===== src/rtl/iob_wishbone_pkg.sv =====
// Shared definitions for the IOb <-> Wishbone bridges.
// Holds the bridge FSM state encoding and the width of the bus-cycle
// watchdog counter so both bridge directions agree on them.
package iob_wishbone_pkg;

  // Width of the cycle counter that bounds how long a bridge waits for
  // the far side to respond.
  localparam int CNT_W = 16;

  // Bridge FSM states; encodings are fixed so waveforms and any external
  // observers read the same values for both bridges.
  typedef enum logic [1:0] {
    IDLE = 2'd0,
    BUS  = 2'd1,
    DONE = 2'd2
  } state_t;

endpackage


===== src/rtl/iob_reg.sv =====
// Generic clock-enabled register with asynchronous active-low reset.
// Ports:
//   clk_i    : rising-edge clock
//   arst_n_i : asynchronous active-low reset, loads RST_VAL
//   cke_i    : load enable
//   data_i   : next value
//   data_o   : registered value
module iob_reg #(
  parameter int                 DATA_W  = 1,
  parameter logic [DATA_W-1:0]  RST_VAL = '0
) (
  input  logic              clk_i,
  input  logic              arst_n_i,
  input  logic              cke_i,
  input  logic [DATA_W-1:0] data_i,
  output logic [DATA_W-1:0] data_o
);

  // NOTE: sequential state uses non-blocking (<=) so every flop samples
  // pre-edge values; blocking here would create order-dependent races.
  always_ff @(posedge clk_i or negedge arst_n_i) begin
    if (!arst_n_i) begin
      data_o <= RST_VAL;
    end else if (cke_i) begin
      data_o <= data_i;
    end
  end

endmodule


===== src/rtl/iob_iob2wishbone.sv =====
// IOb slave to Wishbone master bridge.
// Captures one IOb request, runs it as a single Wishbone classic cycle from
// registered values, and returns a one-cycle ready_o (with error_o on slave
// error or watchdog expiry).
// Ports:
//   clk_i, arst_n_i                      : clock, async active-low reset
//   valid_i, address_i, wdata_i, wstrb_i : IOb request (wstrb_i==0 is a read)
//   rdata_o, ready_o, error_o            : IOb response, valid while ready_o
//   wb_addr_o .. wb_stb_o                : Wishbone master request
//   wb_data_i, wb_ack_i, wb_error_i      : Wishbone slave response
module iob_iob2wishbone
  import iob_wishbone_pkg::*;
#(
  parameter int ADDR_W  = 32,
  parameter int DATA_W  = 32,
  parameter int TIMEOUT = 255
) (
  input  logic                clk_i,
  input  logic                arst_n_i,

  input  logic                valid_i,
  input  logic [ADDR_W-1:0]   address_i,
  input  logic [DATA_W-1:0]   wdata_i,
  input  logic [DATA_W/8-1:0] wstrb_i,
  output logic [DATA_W-1:0]   rdata_o,
  output logic                ready_o,
  output logic                error_o,

  output logic [ADDR_W-1:0]   wb_addr_o,
  output logic [DATA_W-1:0]   wb_data_o,
  output logic [DATA_W/8-1:0] wb_select_o,
  output logic                wb_we_o,
  output logic                wb_cyc_o,
  output logic                wb_stb_o,
  input  logic [DATA_W-1:0]   wb_data_i,
  input  logic                wb_ack_i,
  input  logic                wb_error_i
);

  localparam int STRB_W = DATA_W / 8;

  state_t             state, state_nxt;
  logic [CNT_W-1:0]   cnt;

  logic [ADDR_W-1:0]  addr_q;
  logic [DATA_W-1:0]  wdata_q;
  logic [STRB_W-1:0]  wstrb_q;
  logic [DATA_W-1:0]  rdata_q;
  logic               err_q;

  logic               req_load;
  logic               write_q;
  logic               timeout;
  logic               bus_end;
  logic               rsp_err;
  logic [DATA_W-1:0]  rsp_data;

  assign req_load = (state == IDLE) && valid_i;
  assign write_q  = |wstrb_q;
  assign timeout  = (cnt == CNT_W'(TIMEOUT));
  assign bus_end  = (state == BUS) && (wb_ack_i || wb_error_i || timeout);

  // Error wins over ack; the watchdog only fires when the slave is silent.
  assign rsp_err  = wb_error_i || (!wb_ack_i && timeout);
  assign rsp_data = (wb_ack_i && !wb_error_i && !write_q) ? wb_data_i : '0;

  // Request captured in IDLE so Wishbone is never driven from IOb inputs.
  iob_reg #(.DATA_W(ADDR_W + DATA_W + STRB_W)) req_reg (
    .clk_i    (clk_i),
    .arst_n_i (arst_n_i),
    .cke_i    (req_load),
    .data_i   ({address_i, wdata_i, wstrb_i}),
    .data_o   ({addr_q, wdata_q, wstrb_q})
  );

  // Response captured on the cycle that closes the Wishbone transfer.
  iob_reg #(.DATA_W(DATA_W + 1)) rsp_reg (
    .clk_i    (clk_i),
    .arst_n_i (arst_n_i),
    .cke_i    (bus_end),
    .data_i   ({rsp_data, rsp_err}),
    .data_o   ({rdata_q, err_q})
  );

  always_ff @(posedge clk_i or negedge arst_n_i) begin
    if (!arst_n_i) begin
      state <= IDLE;
    end else begin
      state <= state_nxt;
    end
  end

  // Cleared whenever not in BUS, so it reads 0 on the first BUS cycle.
  always_ff @(posedge clk_i or negedge arst_n_i) begin
    if (!arst_n_i) begin
      cnt <= '0;
    end else if (state == BUS) begin
      cnt <= cnt + CNT_W'(1);
    end else begin
      cnt <= '0;
    end
  end

  assign wb_addr_o = addr_q;
  assign wb_data_o = wdata_q;

  // NOTE: every signal written here gets a default first; a path that
  // leaves one unassigned would infer a latch.
  always_comb begin
    state_nxt   = state;
    wb_cyc_o    = 1'b0;
    wb_stb_o    = 1'b0;
    wb_we_o     = 1'b0;
    wb_select_o = '0;
    ready_o     = 1'b0;
    error_o     = 1'b0;
    rdata_o     = '0;

    case (state)
      IDLE: begin
        if (valid_i) state_nxt = BUS;
      end
      BUS: begin
        wb_cyc_o    = 1'b1;
        wb_stb_o    = 1'b1;
        wb_we_o     = write_q;
        wb_select_o = write_q ? wstrb_q : '1;
        if (bus_end) state_nxt = DONE;
      end
      DONE: begin
        ready_o   = 1'b1;
        error_o   = err_q;
        rdata_o   = rdata_q;
        state_nxt = IDLE;
      end
      default: state_nxt = IDLE;
    endcase
  end

endmodule


===== config.mk =====
export PLATFORM = sky130hd
export DESIGN_NAME = iob_iob2wishbone
export DESIGN_NICKNAME = d
export VERILOG_FILES = /design/src/rtl/iob_wishbone_pkg.sv /design/src/rtl/iob_reg.sv /design/src/rtl/iob_iob2wishbone.sv
export SDC_FILE = /design/constraint.sdc
export NUM_CORES = 1
export LEC_CHECK = 0
export ABC_CLOCK_PERIOD_IN_PS = 5350
export CORE_AREA = 2 2 130 101
export CTS_CLUSTER_SIZE = 10
export DETAILED_ROUTE_END_ITERATION = 16
export DIE_AREA = 0 0 132 103
export GPL_ROUTABILITY_DRIVEN = 0
export HOLD_SLACK_MARGIN = 0.02
export PLACE_DENSITY = 0.81
export SLEW_MARGIN = 15
export SYNTH_ARGS = -nofsm -noshare
export SYNTH_HDL_FRONTEND = slang
export SYNTH_HIERARCHICAL = 1
export SYNTH_SLANG_ARGS = --single-unit

===== constraint.sdc =====
create_clock -name clk_i -period 5.35 [get_ports clk_i]
set_input_delay 0.535 -clock clk_i [delete_from_list [all_inputs] [get_ports clk_i]]
set_output_delay 0.535 -clock clk_i [all_outputs]
set_load 0.05 [all_outputs]

### Yosys cells after proc, flatten, opt, wreduce, memory -nomap -nowiden

Cells that the tools add are included.

| storage, ports and cells | value |
|---|---|
| register bits | 119 |
| input port bits | 105 |
| output and inout port bits | 105 |
| word-level logic and storage cells | 36 |

| operators by class | value |
|---|---|
| add/subtract/negate cells | 1 |
| equality and inequality tests | 5 |
| multiplexer cells | 12 |
| reductions and logical operators | 14 |

Operator list:

| operator | number |
|---|---|
| $mux 32 | 2 |
| $add 16x1->16 const B | 1 |
| $eq 16x8->1 const B | 1 |
| $mux 16 | 1 |
| $mux 4 | 2 |
| $logic_and 1x1->1 | 5 |
| $mux 1 | 4 |
| $mux 2 | 2 |
| $ne 2x2->1 const B | 2 |
| $pmux 2 s2 | 1 |
| $reduce_or 4->1 | 1 |
| $logic_not 1->1 | 3 |
| $logic_or 1x1->1 | 3 |
| $eq 2x1->1 const B | 1 |
| $eq 2x2->1 const B | 1 |
| $logic_not 2->1 | 1 |
| $reduce_and 2->1 | 1 |

### Longest topological paths before layout

| depth | value |
|---|---|
| word-level depth | 5 |
| depth in mapped cells | 7 |
| depth with buffers taken out | 5 |

### Cells and area by module

Netlist, hierarchy kept.

By module, submodules not included:

| module | instances | cells an instance | area an instance (µm²) | seq. area each (µm²) |
|---|---|---|---|---|
| iob_reg at req_reg | 1 | 144 | 2,615.0 | 1,701.6 |
| iob_iob2wishbone | 1 | 180 | 1,436.4 | 450.4 |
| iob_reg at rsp_reg | 1 | 70 | 1,381.3 | 825.8 |

### Worst setup path before layout

OpenSTA, ideal clock, no wires.

| timing | value |
|---|---|
| path kind | register to output |
| start | reg state[0] |
| end | out rdata_o[22] |
| arrival | 1,737 ps |
| data required time | 4,815 ps |
| path slack | 3,078 ps |
| stages on the path, launching flop included | 4 |
| path buffers | 1 |
| cell sequence | dfrtp_1 -> nor2b_1 -> clkbuf_1 -> and2_1 |

| between the ends | value |
|---|---|
| word-level cells in the longest chain between the ends | 2 |

Ends and longest elaborated chain:

| element | line | text |
|---|---|---|
| from (decl) | iob_iob2wishbone.sv:42 | `state_t state, state_nxt;` |
| from (signal assigned) | iob_iob2wishbone.sv:89 | `state <= state_nxt;` |
| $eq 2x2->1 | iob_iob2wishbone.sv:119 | `case (state)` |
| $mux 32 | iob_iob2wishbone.sv:119 |  |
| to (decl) | iob_iob2wishbone.sv:25 | `output logic [DATA_W-1:0] rdata_o,` |

Every way passes these cells.

### Worst setup path in the final report

| timing | value |
|---|---|
| start | reg state[1] |
| end | out wb_stb_o |

| between the ends | value |
|---|---|
| word-level cells in the longest chain between the ends | 2 |

Ends and longest elaborated chain:

| element | line | text |
|---|---|---|
| $eq 2x1->1 | iob_iob2wishbone.sv:119 |  |
| $mux 1 | iob_iob2wishbone.sv:119 |  |
| to (decl) | iob_iob2wishbone.sv:34 | `output logic wb_stb_o,` |

Every way passes these cells.

==> results.ini <==
[floorplanning]
die-height_um = 103
fp.dieArea_sq_mm = 0.0136
die_x_um = 132
rows = 36
io_pins = 210
start_util_pct = 43.5
coreArea_sq_mm = 0.0125

[cells_and_area]
final_cells = 787
layout_commonest_cell = clkdlybuf4s50_1
drive_gt1_share_pct = 23.4
fill_cells = 924
layout.nets = 710
final_cell_area_sq_mm = 0.00824
mostFrequentLayoutCells = clkdlybuf4s50_1, dfrtp_1, and2_1
n_antenna_cell = 0
final_util_pct = 66.1
area_growth_pct = 51.8

[timing]
period_share_pct = 62.0
finalSetupViolations = 0
slew_violations = 0
hold_viol = 0
tightest_slew_ns = 1.03
slew_headroom_pct = 31.6
fmax_ghz = 0.301
period_minus_slack_ns = 3.32
fin_setup_tns_ns = 0
rsz0062_at_grt = no
worst_clock_skew_ns = 0.00558

[clocking]
cts_buffers = 17
cts.htree.levels = 4
postCtsSetupBuffers = 0
ctsHoldBuffers = 0
clk_path_buf_depth = 2
post_cts_resized = 0
clkLatencyLatePin_ns = 0.41
numClockSinks = 119
cts_tree = built
clk_pin_slew_worst_paths_ns = 0.05
cts-root-buf = clkbuf_16

[place]
portBuffers = 209
dpl_cell_area_sq_mm = 0.00759
placedCellCount = 756
hpwlAfterDp_um = 8960

[synth]
syn_avg_cell_area_sq_um = 13.8
ys_seq_area_share_pct = 54.8
syn_nets = 500
synthCells = 394
ys_ff_latch = 119
synthMuxAreaShare_pct = 24.9
yosysWarnings = 6
synth_enable_flop_cells = 0
ys_types = 40
synth_compound_area_share_pct = 2.28
synthAdderAreaFrac_pct = 0.230
async_flop_share_pct = 100
synth_simple_gate_area_share_pct = 13.5
synth_top_family_by_area = multiplexers
synth_area_sq_mm = 0.00543
synthXorXnorAreaFrac_pct = 0.484
synthFlopType = dfrtp_1

[hold_path]
hold_path_class = in -> async

[grt]
overflow = 0
grt_max_degree = 71
grt_use_met3_pct = 6.05
grt_first_pass_wirelength_um = 19900
antenna_found_initial = 0
grt_usage_pct = 18.9
grt_pass1_vias = 3871
grt_use_met2_pct = 32.2
globalRouteMet1Util_pct = 23.2
top_usage_layer = met2

[route]
vias_per_cell = 4.87
avgRoutedWirePerCell_um = 16.7
firstDrtPassIters = 5
drc = 0
drt_iter0_drc = 203
ant_nets = 0
vias = 3832
wl_um = 13100

[power]
max-vdd-ir-drop_uv = 379
powerDensity_mw_per_mm2 = 501
leakage_nw = 3.50

[worst_setup_path]
critical_path_peak_fanout = 19
cpMaxStageDelayCell = clkdlybuf4s50_1
slowest_delay_ns = 0.82
worst_setup_path_end_kind = output port
path_cells = nand2b_1 > clkinv_1 > clkdlybuf4s50_1
crit_arrival_ns = 2.78
setup.worst_path.start_class = flop
required_ns = 4.82
path_class = reg -> out

[flow_run]
maxCapViolCount = 0

[outcome]
status = finished, final reports clean

## registers in the layout, summed over array words and instances, names as in the netlist
| signal | flops |
|---|---|
| req_reg/data_o | 68 |
| rsp_reg/data_o | 33 |
| cnt | 16 |
| state | 2 |
## per-layer routing
metal,part of all wire [%],wire length (um)
met1,43,5670
met4,0.91,119
met5,0,0
met3,5.4,708
met2,50,6630
## worst max-delay path, delay by kind of cell (launching register included)
kind | cells | cell delay (ns)
buffers and inverters | 2 | 1.34
flip-flops | 1 | 0.37
AND/OR/NAND/NOR | 1 | 0.66
## path summary, 6_finish.rpt
path | from | end | slack [ns] | depth (start not counted)
worst max-delay path | state[1]$_DFFE_PN0P_ | wb_stb_o | 2.03 | 3
worst min-delay path | arst_n_i | req_reg/data_o[52]$_DFFE_PN0P_ | 0.24 | 1
worst max register to register | cnt[0]$_DFF_PN0_ | rsp_reg/data_o[30]$_DFFE_PN0P_ | 2.93 | 6
worst min register to register | rsp_reg/data_o[27]$_DFFE_PN0P_ | rsp_reg/data_o[27]$_DFFE_PN0P_ | 0.50 | 1
max in group asynchronous | arst_n_i | rsp_reg/data_o[8]$_DFFE_PN0P_ | 3.89 | 2
min in group clk_i | rsp_reg/data_o[27]$_DFFE_PN0P_ | rsp_reg/data_o[27]$_DFFE_PN0P_ | 0.50 | 1
## per-stage QoR
stage,hold WS (ns),worst slack [ns],power (W)
5_1_grt,0.298,1.85,0.00429
3_3_place_gp,0.485,2.54,0.00286
6_report,0.236,2.03,0.00413
4_1_cts,0.269,2.02,0.00417
3_5_place_dp,0.484,2.48,0.00290
2_1_floorplan,0.239,3.08,0.00234
## cell usage after synthesis (2+ instances only)
master	count	area, sq um
buf_8	2	30.0
nand2b_1	4	25.0
and2_1	66	413
mux2_2	51	574
nor4_1	5	31.3
o31ai_1	5	37.5
xor2_1	2	17.5
nand2_1	7	26.3
nand4_1	4	25.0
buf_2	6	30.0
clkbuf_1	3	11.3
nand3_1	7	35.0
inv_1	3	11.3
nor2_1	14	52.6
o21ai_0	2	10.0
clkbuf_2	3	15.0
buf_12	3	60.1
or4_1	5	37.5
a21oi_1	9	45.0
o21a_1	2	15.0
dfrtp_1	119	2980
mux2_4	50	751
mux2i_1	3	30.0
buf_6	3	33.8
## cells by family after synthesis
family	after synthesis
simple gates	121
fa+ha+maj	1
buf+inv	26
xor+xnor	3
flops	119
compound gates	20
mux	104
## cell type report
class                      count  area, sq um  share of cell area (%)
clock buffer                  19          453                    5.49
clock inverter                12          200                    2.43
inverter                       4         15.0                   0.182
multi-input combinational    249         2260                    27.5
sequential                   119         2980                    36.1
tap                          171          214                    2.60
timing repair buffer         213         2120                    25.7
## where the power goes
group / switching, W / leakage [nW] / internal [W]
registers: 0.000123 / 1.50 / 0.00111
clock network: 0.000406 / 0.311 / 0.000847
logic: 0.00100 / 1.69 / 0.000644
total: 0.00153 / 3.50 / 0.00260
No activity file was read; power rests on OpenSTA's default activity.
